File: src/rtl/sap_pkg.sv
`default_nettype none
// ============================================================================
// Module      : sap_pkg
// Description : Shared SAP-1 constants: T-states, opcodes and control-word bits
// Revision    : 1.0  initial release
// ============================================================================
package sap_pkg;

    localparam logic [5:0] T1 = 6'b000001;
    localparam logic [5:0] T2 = 6'b000010;
    localparam logic [5:0] T3 = 6'b000100;
    localparam logic [5:0] T4 = 6'b001000;
    localparam logic [5:0] T5 = 6'b010000;
    localparam logic [5:0] T6 = 6'b100000;

    localparam logic [3:0] OP_LDA = 4'b0000;
    localparam logic [3:0] OP_ADD = 4'b0001;
    localparam logic [3:0] OP_SUB = 4'b0010;
    localparam logic [3:0] OP_OUT = 4'b1110;
    localparam logic [3:0] OP_HLT = 4'b1111;

    // Control word, MSB first: cp ep low_lm low_ce low_li low_ei low_la ea su eu low_lb low_lo
    localparam int CW_W  = 12;
    localparam int CW_CP = 11;
    localparam int CW_EP = 10;
    localparam int CW_LM = 9;
    localparam int CW_CE = 8;
    localparam int CW_LI = 7;
    localparam int CW_EI = 6;
    localparam int CW_LA = 5;
    localparam int CW_EA = 4;
    localparam int CW_SU = 3;
    localparam int CW_EU = 2;
    localparam int CW_LB = 1;
    localparam int CW_LO = 0;

    localparam logic [CW_W-1:0] CW_IDLE = 12'b0011_1110_0011;

    typedef enum logic [2:0] {
        SEL_NONE = 3'd0,
        SEL_HALT = 3'd1,
        SEL_LDA  = 3'd2,
        SEL_ADD  = 3'd3,
        SEL_SUB  = 3'd4,
        SEL_OUT  = 3'd5
    } op_sel_t;

    // Drive one control to its active level regardless of its polarity.
    function automatic logic [CW_W-1:0] cw_on(input logic [CW_W-1:0] cw, input int idx);
        logic [CW_W-1:0] r;
        r      = cw;
        r[idx] = ~CW_IDLE[idx];
        return r;
    endfunction

endpackage
`default_nettype wire

File: src/rtl/ring_counter.sv
`default_nettype none
// ============================================================================
// Module      : ring_counter
// Description : One-hot rotating T-state ring with synchronous reset and hold
// Revision    : 1.0  initial release
// ============================================================================
module ring_counter #(
    parameter int NUM_T = 6
) (
    input  logic             clk,
    input  logic             clr,
    input  logic             freeze,
    output logic [NUM_T-1:0] t_state
);

    logic [NUM_T-1:0] r_ring;

    always_ff @(posedge clk) begin
        if (clr) begin
            r_ring <= {{(NUM_T-1){1'b0}}, 1'b1};
        end else if (!freeze) begin
            r_ring <= {r_ring[NUM_T-2:0], r_ring[NUM_T-1]};
        end
    end

    assign t_state = r_ring;

endmodule
`default_nettype wire

File: src/rtl/control_sequencer.sv
`default_nettype none
// ============================================================================
// Module      : control_sequencer
// Description : SAP-1 T-state controller: halt flag plus control-word matrix
// Revision    : 1.0  initial release
// ============================================================================
module control_sequencer
    import sap_pkg::*;
#(
    parameter int NUM_T = 6
) (
    input  logic             clk,
    input  logic             clr,
    input  logic             lda,
    input  logic             add,
    input  logic             sub,
    input  logic             out,
    input  logic             low_halt,
    output logic             cp,
    output logic             ep,
    output logic             ea,
    output logic             su,
    output logic             eu,
    output logic             low_lm,
    output logic             low_ce,
    output logic             low_li,
    output logic             low_ei,
    output logic             low_la,
    output logic             low_lb,
    output logic             low_lo,
    output logic [NUM_T-1:0] t_state,
    output logic             halted
);

    logic            r_halted;
    logic            w_halt_req;
    logic            w_freeze;
    op_sel_t         w_sel;
    logic [CW_W-1:0] w_cw;

    // The IR only holds the current opcode from T4 on, so HLT is sampled there.
    assign w_halt_req = (t_state == T4) && !low_halt;
    assign w_freeze   = r_halted || w_halt_req;

    ring_counter #(
        .NUM_T (NUM_T)
    ) u_ring (
        .clk     (clk),
        .clr     (clr),
        .freeze  (w_freeze),
        .t_state (t_state)
    );

    always_ff @(posedge clk) begin
        if (clr) begin
            r_halted <= 1'b0;
        end else if (w_halt_req) begin
            r_halted <= 1'b1;
        end
    end

    always_comb begin
        w_sel = SEL_NONE;
        if (!low_halt)  w_sel = SEL_HALT;
        else if (lda)   w_sel = SEL_LDA;
        else if (add)   w_sel = SEL_ADD;
        else if (sub)   w_sel = SEL_SUB;
        else if (out)   w_sel = SEL_OUT;
    end

    always_comb begin
        w_cw = CW_IDLE;
        if (!r_halted) begin
            case (t_state)
                T1: w_cw = cw_on(cw_on(CW_IDLE, CW_EP), CW_LM);
                T2: w_cw = cw_on(CW_IDLE, CW_CP);
                T3: w_cw = cw_on(cw_on(CW_IDLE, CW_CE), CW_LI);
                T4: begin
                    if (w_sel == SEL_LDA || w_sel == SEL_ADD || w_sel == SEL_SUB)
                        w_cw = cw_on(cw_on(CW_IDLE, CW_EI), CW_LM);
                    else if (w_sel == SEL_OUT)
                        w_cw = cw_on(cw_on(CW_IDLE, CW_EA), CW_LO);
                end
                T5: begin
                    if (w_sel == SEL_LDA)
                        w_cw = cw_on(cw_on(CW_IDLE, CW_CE), CW_LA);
                    else if (w_sel == SEL_ADD || w_sel == SEL_SUB)
                        w_cw = cw_on(cw_on(CW_IDLE, CW_CE), CW_LB);
                end
                T6: begin
                    if (w_sel == SEL_ADD)
                        w_cw = cw_on(cw_on(CW_IDLE, CW_EU), CW_LA);
                    else if (w_sel == SEL_SUB)
                        w_cw = cw_on(cw_on(cw_on(CW_IDLE, CW_EU), CW_LA), CW_SU);
                end
                default: w_cw = CW_IDLE;
            endcase
        end
    end

    assign cp     = w_cw[CW_CP];
    assign ep     = w_cw[CW_EP];
    assign low_lm = w_cw[CW_LM];
    assign low_ce = w_cw[CW_CE];
    assign low_li = w_cw[CW_LI];
    assign low_ei = w_cw[CW_EI];
    assign low_la = w_cw[CW_LA];
    assign ea     = w_cw[CW_EA];
    assign su     = w_cw[CW_SU];
    assign eu     = w_cw[CW_EU];
    assign low_lb = w_cw[CW_LB];
    assign low_lo = w_cw[CW_LO];
    assign halted = r_halted;

endmodule
`default_nettype wire

File: config.mk
export PLATFORM = sky130hd
export DESIGN_NAME = control_sequencer
export DESIGN_NICKNAME = d
export VERILOG_FILES = /design/src/rtl/sap_pkg.sv /design/src/rtl/ring_counter.sv /design/src/rtl/control_sequencer.sv
export SDC_FILE = /design/constraint.sdc
export NUM_CORES = 1
export LEC_CHECK = 0
export ABC_AREA = 1
export ABC_CLOCK_PERIOD_IN_PS = 2200
export BUFFER_PORTS_ARGS = -buffer_cell sky130_fd_sc_hd__buf_2
export CORE_MARGIN = 2
export CORE_UTILIZATION = 45
export DETAILED_ROUTE_END_ITERATION = 7
export PLACE_DENSITY = 0.83
export SLEW_MARGIN = 30
export SYNTH_ARGS = -nofsm -noshare
export SYNTH_HDL_FRONTEND = slang
export SYNTH_SLANG_ARGS = --single-unit
export TNS_END_PERCENT = 30
File: constraint.sdc
create_clock -name clk -period 2.2 [get_ports clk]
set_input_delay 0.33 -clock clk [delete_from_list [all_inputs] [get_ports clk]]
set_output_delay 0.33 -clock clk [all_outputs]
set_load 0.01 [all_outputs]
==> run metrics <==
setup slack, reg-to-reg around 1.1 ns; DRC violations left 0; TNS Setup 0 ns; worst-margin pin slew 0.313 ns; setup repair after global routing missed its margin false; relative slew slack just under 80%; setup slack at placement between 0.6 and 0.7 ns; average size of a mapped cell approximately 5.9 um^2; Setup CP Type reg2out; Top Family by Delay on Critical Path flip-flops; overall power 381 uW; Synth top area share ~22%; vias in the first global route 580; Netlist cell types 20; Resized Gates After CTS 0; max-slew violations 0; CP max stage cell dfxtp_1; worst hold slack about 0.31 ns; CP max stage delay 0.45 ns; Power Density 474 mW/mm^2; ANT nets after route 0; met3 Use GR slightly below 4%; Tmin final about 1.8 ns; placed instance area between 700 and 800 um^2; yosys warns 0; clk buf depth 2; die footprint 0.00174 mm^2; root buf cell clkbuf_4; die width 41.7 um; initial antenna violation count 0; Post-Syn Area between 600 and 700 um^2; Lkg Pwr between 0.0004 and 0.0005 uW; VDD IR max roughly 0.00051 V; number of diodes 0; critical path arrival 1.49 ns; Critical R2R Capture u_ring.t_state[2]; core area between 0.001 and 0.0015 mm^2; Yosys reg bits 7; Max-cap violations 0; Syn-to-layout area delta 25.4%; crit path max fanout 6; Sw Share between 30 and 40%; nets approximately 150; Via density a little under 5; post-route cell area approximately 800 um^2; Critical Path End low_lb; FMAX 551 MHz; Die Ht ~42 um; Reg2Reg Launch Point u_ring.t_state[5]; largest net degree at the start of global routing 9; total wire length ~1500 um; Worst-path clk slew 0.05 ns; P_sw ~130 uW; CP dominant cell by count nand2_1; leading area contributor after synthesis dfxtp_1; Worst Path Required 1.87 ns; Critical Path, Cell by Cell nor2_1, o21ai_2, nand2_1, nor3_1, nand2_1, buf_2; instance count on the critical path 6; boundary pin count 26; first-pass GRT wire length approximately 2400 um; clock power share a little under a third; vias after detailed routing 750; hold-fix buffer count after cts 0; worst setup margin between 0.3 and 0.4 ns; HP Class in2reg; Combinational Power Share between 30% and 40%; final setup vio count 0; TritonCTS Sinks 7; Pint between 200 and 250 uW; Std-Cell Rows 13; grt met2 use between 20 and 30%; period utilisation layout ~83%; worst skew pair latency between 0.2 and 0.25 ns; htree depth 1; routability cong. 0.878; port bufs 25; TritonCTS clock tree built; status completed; global route hottest layer met2; remaining global-route overflow 0; Synth Instances ~110; cell count of the worst reg-to-reg path 7; post-DP HPWL between 1000 and 1500 um; Net Count, Synth ~120; # fillers around 130; TritonCTS buffer count 3; share of cells above drive strength 1 between 30% and 40%; GRT Total Usage 17.1%; largest cells by area after synthesis dfxtp_1 22%, nand2_1 15%, nor2_1 12%, inv_1 10%, nor2_2 5.9%; CP Launch Type register; final setup skew slightly above 0.0005 ns; Routed WL per cell approximately 9.6 um; met1 Track Usage GR between 20% and 30%; 1st-pass router iterations 4; CP endpoint kind output pin; Starting Density between 40 and 50%; Buf+Inv Stages, Crit Path 1; Seq/Total Area, Yosys a little over a fifth; post-CTS setup buffer count 0; crit path launch u_ring.t_state[0]; sequential share of power 37.5%; final hold violation count 0; initial DRC count 11
state kept, by name, summed over array words and instances (netlist names):
name / count
halted: 1
u_ring.t_state: 6
Yosys cell counts:
library cell,number
dfxtp_1,7
mux2i_1,2
nor2_4,2
buf_4,1
nor2_1,20
a21oi_1,2
nand4_1,5
nand3_4,1
nor3_1,2
nand2_1,26
nand3_2,1
nand3_1,7
o21ai_2,3
o21ai_0,3
clkinv_1,1
nor2_2,6
nand2_2,1
inv_2,1
inv_1,17
nand3b_1,1
power groups by stage:
stage          registers (uW)  clock network, uW  logic [uW]
2_1_floorplan             147                  0        79.3
3_3_place_gp              145                  0         122
3_5_place_dp              145                  0         124
4_1_cts                   143                117         124
5_1_grt                   144                121         138
6_report                  143                114         124
placed cells by master (no fill, tap or decap):
master    netlist  layout
inv_1          17      17
dfxtp_1         7       7
o21ai_2         3       3
nand2_1        26      26
nand3_4         1       1
nand2_2         1       1
nor2_1         20      20
nand3_1         7       7
clkbuf_1        0       1
mux2i_1         2       2
nand3b_1        1       1
a21oi_1         2       2
clkinv_1        1       1
nand4_1         5       5
clkbuf_4        0       3
nor2_2          6       6
buf_2           0      25
nor3_1          2       2
inv_2           1       1
o21ai_0         3       3
nor2_4          2       2
nand3_2         1       1
cell families after synthesis:
| kind of cell | synth area share (%) |
|---|---|
| buffers and inverters | 12.3 |
| AO/OA/AOI/OAI | 8.01 |
| AND/OR/NAND/NOR | 54.7 |
| flip-flops | 21.9 |
| multiplexers | 3.13 |
per-stage QoR:
step	cells	utilization, %
after global placement	148	59.0
after global routing	152	61.0
after detailed placement	148	59.0
final	152	61.0
after CTS	152	61.0
after floorplan	109	-
layer usage:
| layer | vias up | part of all wire [%] |
|---|---|---|
| met5 | - | 0 |
| met4 | 0 | 0 |
| met3 | 0 | 3.2 |
| met2 | 15 | 48 |
| met1 | 335 | 49 |
| li1 | 400 | - |
worst min-delay path by stage:
stage,start,endpoint,slack (ns),cells past startpoint
after floorplan,clr,halted,0.40,1
after global placement,u_ring.t_state[2],u_ring.t_state[2],0.54,2
after detailed placement,u_ring.t_state[2],u_ring.t_state[2],0.55,2
after CTS,clr,u_ring.t_state[1],0.30,2
after global routing,clr,u_ring.t_state[1],0.32,2
final,clr,u_ring.t_state[1],0.31,2
final cells by class:
type / count / area, um^2 / area share [%]
clock buffers: 4 / 26.3 / 3.27
well taps: 15 / 18.8 / 2.34
inverters: 19 / 71.3 / 8.88
multi-input cells: 82 / 422 / 52.5
flip-flops and latches: 7 / 140 / 17.4
repair buffers: 25 / 125 / 15.6
Note: power is estimated with default switching activity, not from simulation.
